==> config.mk <==
export PLATFORM = sky130hd
export DESIGN_NAME = seq_det_param
export DESIGN_NICKNAME = d
export VERILOG_FILES = /design/src/rtl/seq_det_pkg.sv /design/src/rtl/seq_det_next.sv /design/src/rtl/seq_det_param.sv
export SDC_FILE = /design/constraint.sdc
export NUM_CORES = 1
export LEC_CHECK = 0
export ABC_AREA = 1
export CELL_PAD_IN_SITES_DETAIL_PLACEMENT = 1
export CELL_PAD_IN_SITES_GLOBAL_PLACEMENT = 2
export CORE_MARGIN = 2
export CORE_UTILIZATION = 36
export CTS_CLUSTER_DIAMETER = 50
export DETAILED_ROUTE_END_ITERATION = 7
export DONT_BUFFER_PORTS = 1
export GPL_TIMING_DRIVEN = 0
export PLACE_DENSITY = 0.9
export SYNTH_ARGS = -nofsm -noshare
export SYNTH_HDL_FRONTEND = slang
export SYNTH_SLANG_ARGS = --single-unit
==> constraint.sdc <==
create_clock -name clk -period 2.69 [get_ports clk]
set_clock_uncertainty 0.05 [all_clocks]
set_input_delay 0.807 -clock clk [delete_from_list [all_inputs] [get_ports clk]]
set_output_delay 0.807 -clock clk [all_outputs]
set_load 0.05 [all_outputs]
==> src/rtl/seq_det_pkg.sv <==
// rtl/seq_det_pkg.sv - shared constants and border-length helper for the sequence detector
package seq_det_pkg;

  localparam int PAT_W_MAX = 8;
  localparam logic [3:0] DEF_PATTERN = 4'b1101;

  // p holds a w-bit pattern right-justified, MSB first; returns its longest proper border.
  function automatic int border_len(input logic [PAT_W_MAX-1:0] p, input int w);
    int best;
    logic [PAT_W_MAX-1:0] msk;
    best = 0;
    msk = '0;
    for (int j = 1; j < PAT_W_MAX; j++) begin
      msk = (PAT_W_MAX'(1) << j) - PAT_W_MAX'(1);
      if (j < w && (p >> (w - j)) == (p & msk)) best = j;
    end
    return best;
  endfunction

endpackage

==> src/rtl/seq_det_next.sv <==
// rtl/seq_det_next.sv - combinational KMP next-state for a runtime pattern
module seq_det_next
  import seq_det_pkg::*;
#(
  parameter int PAT_W = 4,
  localparam int KW = $clog2(PAT_W)
) (
  input  logic [PAT_W-1:0] pat,
  input  logic [KW-1:0]    k,
  input  logic             y,
  input  logic             ovl,
  output logic [KW-1:0]    k_nxt,
  output logic             hit
);

  logic [PAT_W:0] s_vec;
  logic [PAT_W:0] pre;
  logic [PAT_W:0] msk;

  always_comb begin
    int kk;
    int best;
    int brd;
    s_vec = '0;
    pre   = '0;
    msk   = '0;
    hit   = 1'b0;
    k_nxt = '0;
    kk    = int'(k);
    // Matched prefix followed by the new bit, oldest bit in the MSB, new bit in the LSB.
    s_vec = (({1'b0, pat} >> (PAT_W - kk)) << 1) | {{PAT_W{1'b0}}, y};
    hit   = (kk == PAT_W - 1) && (y == pat[0]);
    best  = 0;
    for (int j = 1; j < PAT_W; j++) begin
      pre = {1'b0, pat} >> (PAT_W - j);
      msk = ((PAT_W+1)'(1) << j) - (PAT_W+1)'(1);
      if (j <= kk + 1 && (s_vec & msk) == pre) best = j;
    end
    brd = border_len(PAT_W_MAX'(pat), PAT_W);
    if (hit) k_nxt = ovl ? KW'(brd) : '0;
    else     k_nxt = KW'(best);
  end

endmodule

==> src/rtl/seq_det_param.sv <==
// rtl/seq_det_param.sv - serial pattern detector with loadable pattern and saturating match count
module seq_det_param
  import seq_det_pkg::*;
#(
  parameter int               PAT_W   = 4,
  parameter logic [PAT_W-1:0] PATTERN = PAT_W'(DEF_PATTERN),
  parameter int               CNT_W   = 8
) (
  input  logic             clk,
  input  logic             rst,
  input  logic             y,
  input  logic             en,
  input  logic             ovl,
  input  logic             pat_ld,
  input  logic [PAT_W-1:0] pat_in,
  output logic             z,
  output logic [CNT_W-1:0] cnt,
  output logic             cnt_sat
);

  localparam int KW = $clog2(PAT_W);

  logic [KW-1:0]    k;
  logic [KW-1:0]    k_nxt;
  logic [PAT_W-1:0] pat;
  logic             hit;
  logic [CNT_W-1:0] cnt_nxt;

  seq_det_next #(.PAT_W(PAT_W)) u_next (
    .pat   (pat),
    .k     (k),
    .y     (y),
    .ovl   (ovl),
    .k_nxt (k_nxt),
    .hit   (hit)
  );

  assign z       = en & rst & ~pat_ld & hit;
  assign cnt_nxt = (z && !(&cnt)) ? cnt + CNT_W'(1) : cnt;

  always_ff @(posedge clk or negedge rst) begin
    if (!rst)        k <= '0;
    else if (pat_ld) k <= '0;
    else if (en)     k <= k_nxt;
  end

  always_ff @(posedge clk or negedge rst) begin
    if (!rst)        pat <= PATTERN;
    else if (pat_ld) pat <= pat_in;
  end

  // Sticky flag follows the count into all-ones on the same edge.
  always_ff @(posedge clk or negedge rst) begin
    if (!rst) begin
      cnt     <= '0;
      cnt_sat <= 1'b0;
    end else begin
      cnt     <= cnt_nxt;
      cnt_sat <= cnt_sat | (&cnt_nxt);
    end
  end

endmodule

==> results of run 1 <==
registers in the layout, summed over array words and instances, names as in the netlist:
signal,flops
cnt,8
pat,4
k,2
cnt_sat,1
per-layer routing:
| layer | part of all wire [%] | vias to the layer above | track usage [%] |
|---|---|---|---|
| met2 | 48 | 16 | 29.03 |
| met5 | 0 | - | 0 |
| met1 | 46 | 519 | 25.58 |
| met4 | 1.6 | 0 | 7.599 |
| li1 | - | 547 | - |
| met3 | 4.1 | 5 | 2.731 |
cells by family after synthesis:
group | after synthesis | synth area share (%)
AOI/OAI and AO/OA | 13 | 6.217
buffers and inverters | 32 | 10.22
and+or+nand+nor | 104 | 43.41
DFF | 15 | 31.93
adders and majority gates | 5 | 5.269
xor gates and xnor gates | 4 | 2.951
worst paths after layout:
| kind | cells after the start | from | endpoint |
|---|---|---|---|
| worst max-delay path | 3 | k[0]$_DFFE_PN0P_ | z |
| worst min-delay path | 0 | rst | pat[1]$_DFFE_PN0P_ |
| worst max register to register | 10 | cnt[0]$_DFF_PN0_ | cnt_sat$_DFF_PN0_ |
| worst min register to register | 2 | pat[0]$_DFFE_PN1P_ | pat[0]$_DFFE_PN1P_ |
| max in group asynchronous | 0 | rst | pat[2]$_DFFE_PN1P_ |
| min in group clk | 2 | pat[0]$_DFFE_PN1P_ | pat[0]$_DFFE_PN1P_ |
per-stage QoR:
stage	setup slack (ns)	hold slack, ns	instance area (um^2)	total power [mW]	utilization, %
2_1_floorplan	0.5114	0.4492	1187	0.3089	-
3_3_place_gp	0.4252	0.4617	1242	0.3244	40.04
3_5_place_dp	0.4178	0.4616	1242	0.3279	40.04
4_1_cts	0.3002	0.1237	1269	0.4749	40.89
5_1_grt	0.2235	0.1131	1269	0.4974	40.89
6_report	0.3038	0.1246	1269	0.4680	40.89
critical path, delay by kind of cell, from the launching register on:
kind / cells / cell delay (ns)
fa+ha+maj: 1 / 0.28
flops: 1 / 0.48
simple gates: 2 / 0.45
cell type report:
type / instances / area, um^2 / area share, %
plain buffers: 2 / 8.758 / 0.6903
clock buffers: 4 / 26.28 / 2.071
inverters: 30 / 112.6 / 8.876
multi-input cells: 126 / 686.9 / 54.14
flip-flops and latches: 15 / 379.1 / 29.88
well taps: 44 / 55.05 / 4.339
report_power, final:
| part | internal (mW) | switching (mW) |
|---|---|---|
| clock network | 0.0579 | 0.0865 |
| registers | 0.236 | 0.00840 |
| logic | 0.0269 | 0.0526 |
| total | 0.321 | 0.147 |
layout by cell type (no fill, tap or decap), drive strengths merged:
master | netlist | layout
inv | 30 | 30
dfrtp | 12 | 12
nand2 | 63 | 63
xor2 | 2 | 2
a21oi | 5 | 5
nor3 | 4 | 4
nand3 | 18 | 18
clkbuf | 1 | 5
nor2 | 14 | 14
o21ai | 5 | 5
o22ai | 1 | 1
ha | 5 | 5
a31oi | 1 | 1
dfstp | 3 | 3
o21bai | 1 | 1
nand3b | 1 | 1
nand4 | 4 | 4
buf | 1 | 1
xnor2 | 2 | 2
==> impl_results.md, run 1 <==
* Run status: completed
* WS Path Type: reg -> out
* Overall Global Routing Usage at 18.50%
* Die width at 61.43 um
* Worst setup SP type: register
* Post-detailed-route count of antenna-violating nets at 0
* Net count, final at 193
* Antenna Cells at 0
* Least-Margin Pin Slew at 0.6433 ns
* Crit-path max cell delay at 0.48 ns
* Sequence of cells on the critical path: ha_1 -> nand3_4 -> nor2_8
* Hold-fix buffer count after cts at 0
* Number of failing hold endpoints at the final stage at 0
* Power density over cell area at 368.9 mW/mm^2
* PostCTS Resize Cnt at 0
* Core region area at 0.003103 mm^2
* Number of buffers inserted during clock tree synthesis at 3
* Worst hold-check path type: in -> async
* Count of port buffers added during placement at 0
* Global placement routability congestion at 0.8568
* First drt pass iteration count at 4
* Fraction of registers with async set/reset at 100.0%
* Period utilisation layout at 88.71%
* Deepest clock path buffer count at 2
* Library cell used as clock root buffer: sky130_fd_sc_hd__clkbuf_4
* Post-synth EDFFs at 0
* Worst-path maximum fanout at 9
* Required time of the critical path at 1.83 ns
* RSZ-0062 raised after global routing: no
* I/O pin cnt at 20
* Die boundary height at 61.43 um
* Number of sinks handled by clock tree synthesis at 15
* Synth-to-layout area growth at 6.850%
* Area share of the leading cell type in the synthesized netlist at 25.29%
* Placed Instances at 217
* Max_slew headroom at 57.11%
* Gate Count Post-Synth at 173
* Register-to-register setup slack at 0.53 ns
* Placed wire-length estimate at 2469 um
* Via count of the first global-routing pass at 1,117
* Cell variety after synth at 27
* Ratio of cells with drive above 1 in the final layout at 13.56%
* Via count at 1,087
* Number of nets produced by synthesis at 188
* Fin cells at 221
* Leading area contributor after synthesis: sky130_fd_sc_hd__dfrtp_1
* Clock insertion delay at the later pin of the skew report at 0.31 ns
* Static Leakage at 0.7206 nW
* Total wire length after detailed routing at 3024 um
* Achievable Freq at 419.1 MHz
* Gr ovfl total at 0
* Routed via count divided by cell count at 4.919
* Share of synthesized area occupied by flip-flops and latches at 31.93%
* Slowest stage cell on the critical path: sky130_fd_sc_hd__dfrtp_1
* Setup violations, final at 0
* Overall die area at 0.003774 mm^2
* Min Tclk post-route at 2.386 ns
* Flip-flop and latch count after synthesis at 15
* Worst ir drop on vdd at 0.2496 mV
* Initial drt markers at 12
* Most area-consuming cells after synthesis: sky130_fd_sc_hd__dfrtp_1 (25%), sky130_fd_sc_hd__nand2_1 (18%), sky130_fd_sc_hd__inv_1 (9.2%)
* TritonCTS clock tree: yes
* Pins over their slew limit at 0
* DRC violation count after routing at 0
* Effective utilization at floorplan at 38.27%
* Worst Setup End Kind: output port
* Data arrival, critical path at 1.53 ns
* Most frequent cells after synthesis: sky130_fd_sc_hd__nand2_1 (56), sky130_fd_sc_hd__inv_1 (29), sky130_fd_sc_hd__nand3_1 (15), sky130_fd_sc_hd__dfrtp_1 (12), sky130_fd_sc_hd__nor2_1 (9)
* Antenna violations before repair at 0
* H-tree lvl count at 1
* Setup TNS after final layout at 0 ns
* Most instantiated library cell after synthesis: sky130_fd_sc_hd__nand2_1
* Floorplan row count at 20
* Wire length of the first global-routing pass at 5043 um
* Clock edge transition at the registers on the reported setup and hold paths at 0.11 ns
* Post-CTS Setup Repair Bufs at 0
* Post-Synthesis Mean Instance Area at 6.864 um^2
* Max-cap violations at 0
* Number of inserted filler cells in the final layout at 441
* Main synth FF type: sky130_fd_sc_hd__dfrtp_1
* Pin count of the biggest net entering global routing at 17
* Post-synthesis instance area at 0.001187 mm^2
* Detail-routed net length per standard cell at 13.68 um
* Number of warnings reported in the yosys synthesis log at 0
(Power assumes the default switching activity.)
==> run 2: changes to the inputs <==
--- a/config.mk
+++ b/config.mk
@@ -15,6 +15,7 @@
 export DONT_BUFFER_PORTS = 1
 export GPL_TIMING_DRIVEN = 0
 export PLACE_DENSITY = 0.9
+export SLEW_MARGIN = 0
 export SYNTH_ARGS = -nofsm -noshare
 export SYNTH_HDL_FRONTEND = slang
 export SYNTH_SLANG_ARGS = --single-unit
==> results of run 2 <==
The final DEF is identical to that of run 1; final timing and power are the same.
==> RTL edit 1: new RTL, settings of run 2 <==
Register the output `cnt_sat` once more, cleared by the reset; this adds one clock of latency there. The other outputs are not delayed to match.
--- a/src/rtl/seq_det_param.sv
+++ b/src/rtl/seq_det_param.sv
@@ -19,6 +19,8 @@
 );
 
   localparam int KW = $clog2(PAT_W);
+
+  logic cnt_sat_s0;
 
   logic [KW-1:0]    k;
   logic [KW-1:0]    k_nxt;
@@ -53,10 +55,18 @@
   always_ff @(posedge clk or negedge rst) begin
     if (!rst) begin
       cnt     <= '0;
-      cnt_sat <= 1'b0;
+      cnt_sat_s0 <= 1'b0;
     end else begin
       cnt     <= cnt_nxt;
-      cnt_sat <= cnt_sat | (&cnt_nxt);
+      cnt_sat_s0 <= cnt_sat_s0 | (&cnt_nxt);
+    end
+  end
+
+  always_ff @(posedge clk or negedge rst) begin
+    if (!rst) begin
+      cnt_sat <= '0;
+    end else begin
+      cnt_sat <= cnt_sat_s0;
     end
   end
 
Formal check against the unedited RTL: same outputs for any inputs over 10 cycles, from zero or initial values and one cycle with rst low; that may be too few to reach the edited logic, so the function may still have changed.
==> RTL edit 1 against run 2 <==
- sequential cell count rose by 1
- sequential share of layout area rose by 1.1 points
- total power rose by 7.8%
- worst setup slack improved by 0.024 ns
- first-iteration DRC count rose to 3.2 times the old value
- synthesized area rose by 2.1%
- register-to-register slack got worse by 0.03 ns
- die area rose by 2.0%
- maximum frequency rose by 1.0%
- design area rose by 3.0%
- routed wire length fell by 4.1%
- largest power group unchanged
==> RTL edit 1: results (changes against run 2) <==
status finished, final reports clean (unchanged); wire per inst 13.0 um (was 13.7 um); dominant cells by area after synthesis dfrtp_1, nand2_1, inv_1 (unchanged); power per cell area 386 mW/mm2 (was 369 mW/mm2); register area share after synthesis 33.3% (was 31.9%); Final nets 194 (was 193); Iter 0 DRT Violations 38 (was 12); antenna violations before repair 0 (unchanged); TritonCTS Buffers 3 (unchanged); mux cell area share after synthesis 0% (unchanged); Hold WS 0.139 ns (was 0.125 ns); GPL Wtd Cong 0.764 (was 0.857); share of cells above drive strength 1 14.0% (was 13.6%); Arrival @ worst endpoint 1.51 ns (was 1.53 ns); clk_lat worst skew approximately 0.3 ns; vias in the first global route 1,062 (was 1,117); Worst VDD drop 0.149 mV (was 0.250 mV); largest net degree at the start of global routing 18 (was 17); root buffer selected by CTS clkbuf_4 (unchanged); Filler cells 444 (was 441); adder-cell share of the synthesized area 5.16% (was 5.27%); first-pass GRT wire length 4730 um (was 5040 um); xor/xnor share of the synthesized area 2.89% (was 2.95%); DP Wirelength 2400 um (was 2470 um); GRT Total Usage 17.1% (was 18.5%); register-to-register setup slack 0.50 ns (was 0.53 ns); row cnt 21 (was 20); R2R Path End cnt_sat_s0 (was cnt_sat); Post-synth top cells nand2_1, inv_1, nand3_1 (unchanged); Synth Area in Compound Gates 6.09% (was 6.22%); Mapped Nets 189 (was 188); R2R depth 9 (was 10)
[RTL edit 1: changes by cell type after synthesis, sizes merged]
cell and delta:
dfrtp +1
[RTL edit 1: kinds of logic after synthesis]
logic type	Yosys count
XOR/XNOR	4
flip-flops	16
adder cells (fa/ha/maj)	5
buffers and inverters	32
AO/OA/AOI/OAI	13
AND/OR/NAND/NOR	104
[RTL edit 1: layout make-up]
class | count | area share (%)
sequential | 16 | 30.9
buffer | 2 | 0.670
inverter | 30 | 8.62
multi-input combinational | 126 | 52.6
clock buffer | 4 | 2.78
tap | 46 | 4.41
[RTL edit 1: report_power, final]
group	internal (mW)	total [mW]	switching, mW	leakage, nW
clock	0.0826	0.167	0.0841	0.0210
sequential	0.251	0.259	0.00845	0.158
combinational	0.0268	0.0786	0.0518	0.556
[RTL edit 1: critical path, cell delays in order (launching register included)]
cell and delay (ns):
dfrtp_1 0.48, ha_1 0.28, nand3_4 0.14, nor2_8 0.30
[RTL edit 1: worst max-delay path by stage]
stage               slack, ns  depth (start not counted)  end
global route             0.23                          3    z
detailed placement       0.42                          4    z
global placement         0.43                          4    z
floorplan                0.51                          4    z
finish                   0.33                          3    z
CTS                      0.30                          3    z
[RTL edit 1: per-stage QoR]
step           worst slack (ns)  cells
2_1_floorplan             0.511    174
3_3_place_gp              0.433    220
3_5_place_dp              0.422    220
4_1_cts                   0.299    224
5_1_grt                   0.234    224
6_report                  0.328    224
[RTL edit 1: layer usage]
| layer | part of all wire (%) | global-route usage [%] | vias up |
|---|---|---|---|
| li1 | - | - | 550 |
| met1 | 44 | 20.2 | 515 |
| met2 | 51 | 29.6 | 18 |
| met3 | 4.0 | 4.76 | 5 |
| met4 | 1.2 | 5.47 | 0 |
| met5 | 0 | 0 | - |
==> RTL edit 2: new RTL, flow settings as in run 2 <==
Made on the original files. `PAT_W` is set to 4 in 2 places; all go to 8.
--- a/src/rtl/seq_det_next.sv
+++ b/src/rtl/seq_det_next.sv
@@ -2,7 +2,7 @@
 module seq_det_next
   import seq_det_pkg::*;
 #(
-  parameter int PAT_W = 4,
+  parameter int PAT_W = 8,
   localparam int KW = $clog2(PAT_W)
 ) (
   input  logic [PAT_W-1:0] pat,
--- a/src/rtl/seq_det_param.sv
+++ b/src/rtl/seq_det_param.sv
@@ -2,7 +2,7 @@
 module seq_det_param
   import seq_det_pkg::*;
 #(
-  parameter int               PAT_W   = 4,
+  parameter int               PAT_W   = 8,
   parameter logic [PAT_W-1:0] PATTERN = PAT_W'(DEF_PATTERN),
   parameter int               CNT_W   = 8
 ) (
Interface: changed (resized pat_in); port bits go from 20 to 24. The function was not compared with the original's and may differ.
==> RTL edit 2 against run 2 <==
- sequential cell count is 5 higher
- sequential power increased by 33%
- critical path depth is 1 higher
- maximum frequency shrank 10%
- worst setup slack lost 0.27 ns
- routed wire length is 130% higher
- total power increased by 100%
- design area rose by 92%
- synthesized area rose by 89%
==> RTL edit 2: results (changes against run 2) <==
Critical path destination z (unchanged); Cells after DPL 435 (was 217); GRT Total Usage 20.0% (was 18.5%); fin. max-slew vios 0 (unchanged); post-synth cell types 36 (was 27); biggest regs cnt: 8 flops, pat: 8 flops, k: 3 flops (was cnt: 8 flops, pat: 4 flops, k: 2 flops); Tightest Hold Check Type input pin to async pin (unchanged); minimum clock period 2.66 ns (was 2.39 ns); CP Launch Point pat_ld (was k[0]); DP Area 0.00234 mm2 (was 0.00124 mm2); P_leak 1.24 nW (was 0.721 nW); dominant cells by area after synthesis nand2_1, dfrtp_1, nand3_1 (was dfrtp_1, nand2_1, inv_1); Hold WS 0.191 ns (was 0.125 ns); register area share after synthesis 22.5% (was 31.9%); clk_lat worst skew 0.25 ns (was 0.31 ns); Filler cells 831 (was 441); wire per inst 15.5 um (was 13.7 um); DRT Pass-1 Iters 4 (unchanged); Final nets 387 (was 193); Mapped Nets 380 (was 188); share of cells above drive strength 1 17.8% (was 13.6%); Routed WL 6830 um (was 3020 um); Post-synth top cells nand2_1, nand3_1, inv_1 (was nand2_1, inv_1, nand3_1); flip-flop and latch area 509 um2 (was 379 um2); root buffer selected by CTS clkbuf_8 (was clkbuf_4); actual slew at the worst max-slew pin 0.699 ns (was 0.643 ns); Worst VDD drop 0.413 mV (was 0.250 mV); CTS clk-pin slew, worst paths 0.07 ns (was 0.11 ns); Post-Place Worst Slack -0.196 ns (was 0.418 ns); TritonCTS Buffers 3 (unchanged); Arrival @ worst endpoint 1.80 ns (was 1.53 ns); Critical R2R Launch pat[0] (was cnt[0]); first-pass GRT wire length 11,300 um (was 5040 um); R2R depth 13 (was 10); switching power 0.362 mW (was 0.147 mW); largest net degree at the start of global routing 22 (was 17); clock buffer depth 2 (unchanged); CTS H-tree lvls 1 (unchanged); vias after detailed routing 2,222 (was 1,087); Iter 0 DRT Violations 84 (was 12); GPL Wtd Cong 0.794 (was 0.857); DP Wirelength 5280 um (was 2470 um); Antenna Cells 0 (unchanged); Routed Antenna Nets 0 (unchanged); Cells after Synth 360 (was 173); asr flop ratio synth 100% (unchanged); register-to-register setup slack 0.18 ns (was 0.53 ns); status finished, final reports clean (unchanged)
-- RTL edit 2: layer usage --
layer,vias up,GRT usage (%),routed length (um)
li1,1137,-,-
met1,1047,29.5,3440
met2,36,33.2,3070
met3,2,1.79,299
met4,0,1.34,14
met5,-,0,0
-- RTL edit 2: layout make-up --
| cell class | instances | share of cell area (%) |
|---|---|---|
| Tap cell | 75 | 3.84 |
| Timing Repair Buffer | 2 | 0.615 |
| Clock buffer | 4 | 2.26 |
| Multi-Input combinational cell | 286 | 61.6 |
| Sequential cell | 20 | 20.9 |
| Inverter | 40 | 6.87 |
| Buffer | 14 | 3.95 |
-- RTL edit 2: cell families (layout without fill, tap and decap cells) --
family,Yosys count,in the layout,synth area share [%]
and+or+nand+nor,224,224,45.5
buffers and inverters,54,60,11.0
DFF,20,20,22.5
AOI/OAI and AO/OA,34,34,8.37
adders and majority gates,6,6,3.35
xor gates and xnor gates,22,22,9.26
-- RTL edit 2: power by group through the flow --
stage | clock [mW] | combinational, mW | sequential (mW)
after floorplan | 0 | 0.290 | 0.328
after global placement | 0 | 0.370 | 0.331
after detailed placement | 0 | 0.378 | 0.332
after CTS | 0.231 | 0.386 | 0.325
after global routing | 0.243 | 0.442 | 0.327
final | 0.225 | 0.391 | 0.325
-- RTL edit 2: critical path, stage by stage --
cell and delay (ns):
clkbuf_2 0.14, inv_1 0.09, nand2_2 0.11, nor3b_4 0.63
-- RTL edit 2: what timing repair did --
action                     4_1_cts  5_1_grt
setup endpoints to repair        3        5
setup buffers                    1        1
gates cloned                     0        0
pin swaps                        2        2
resized for setup                5       12
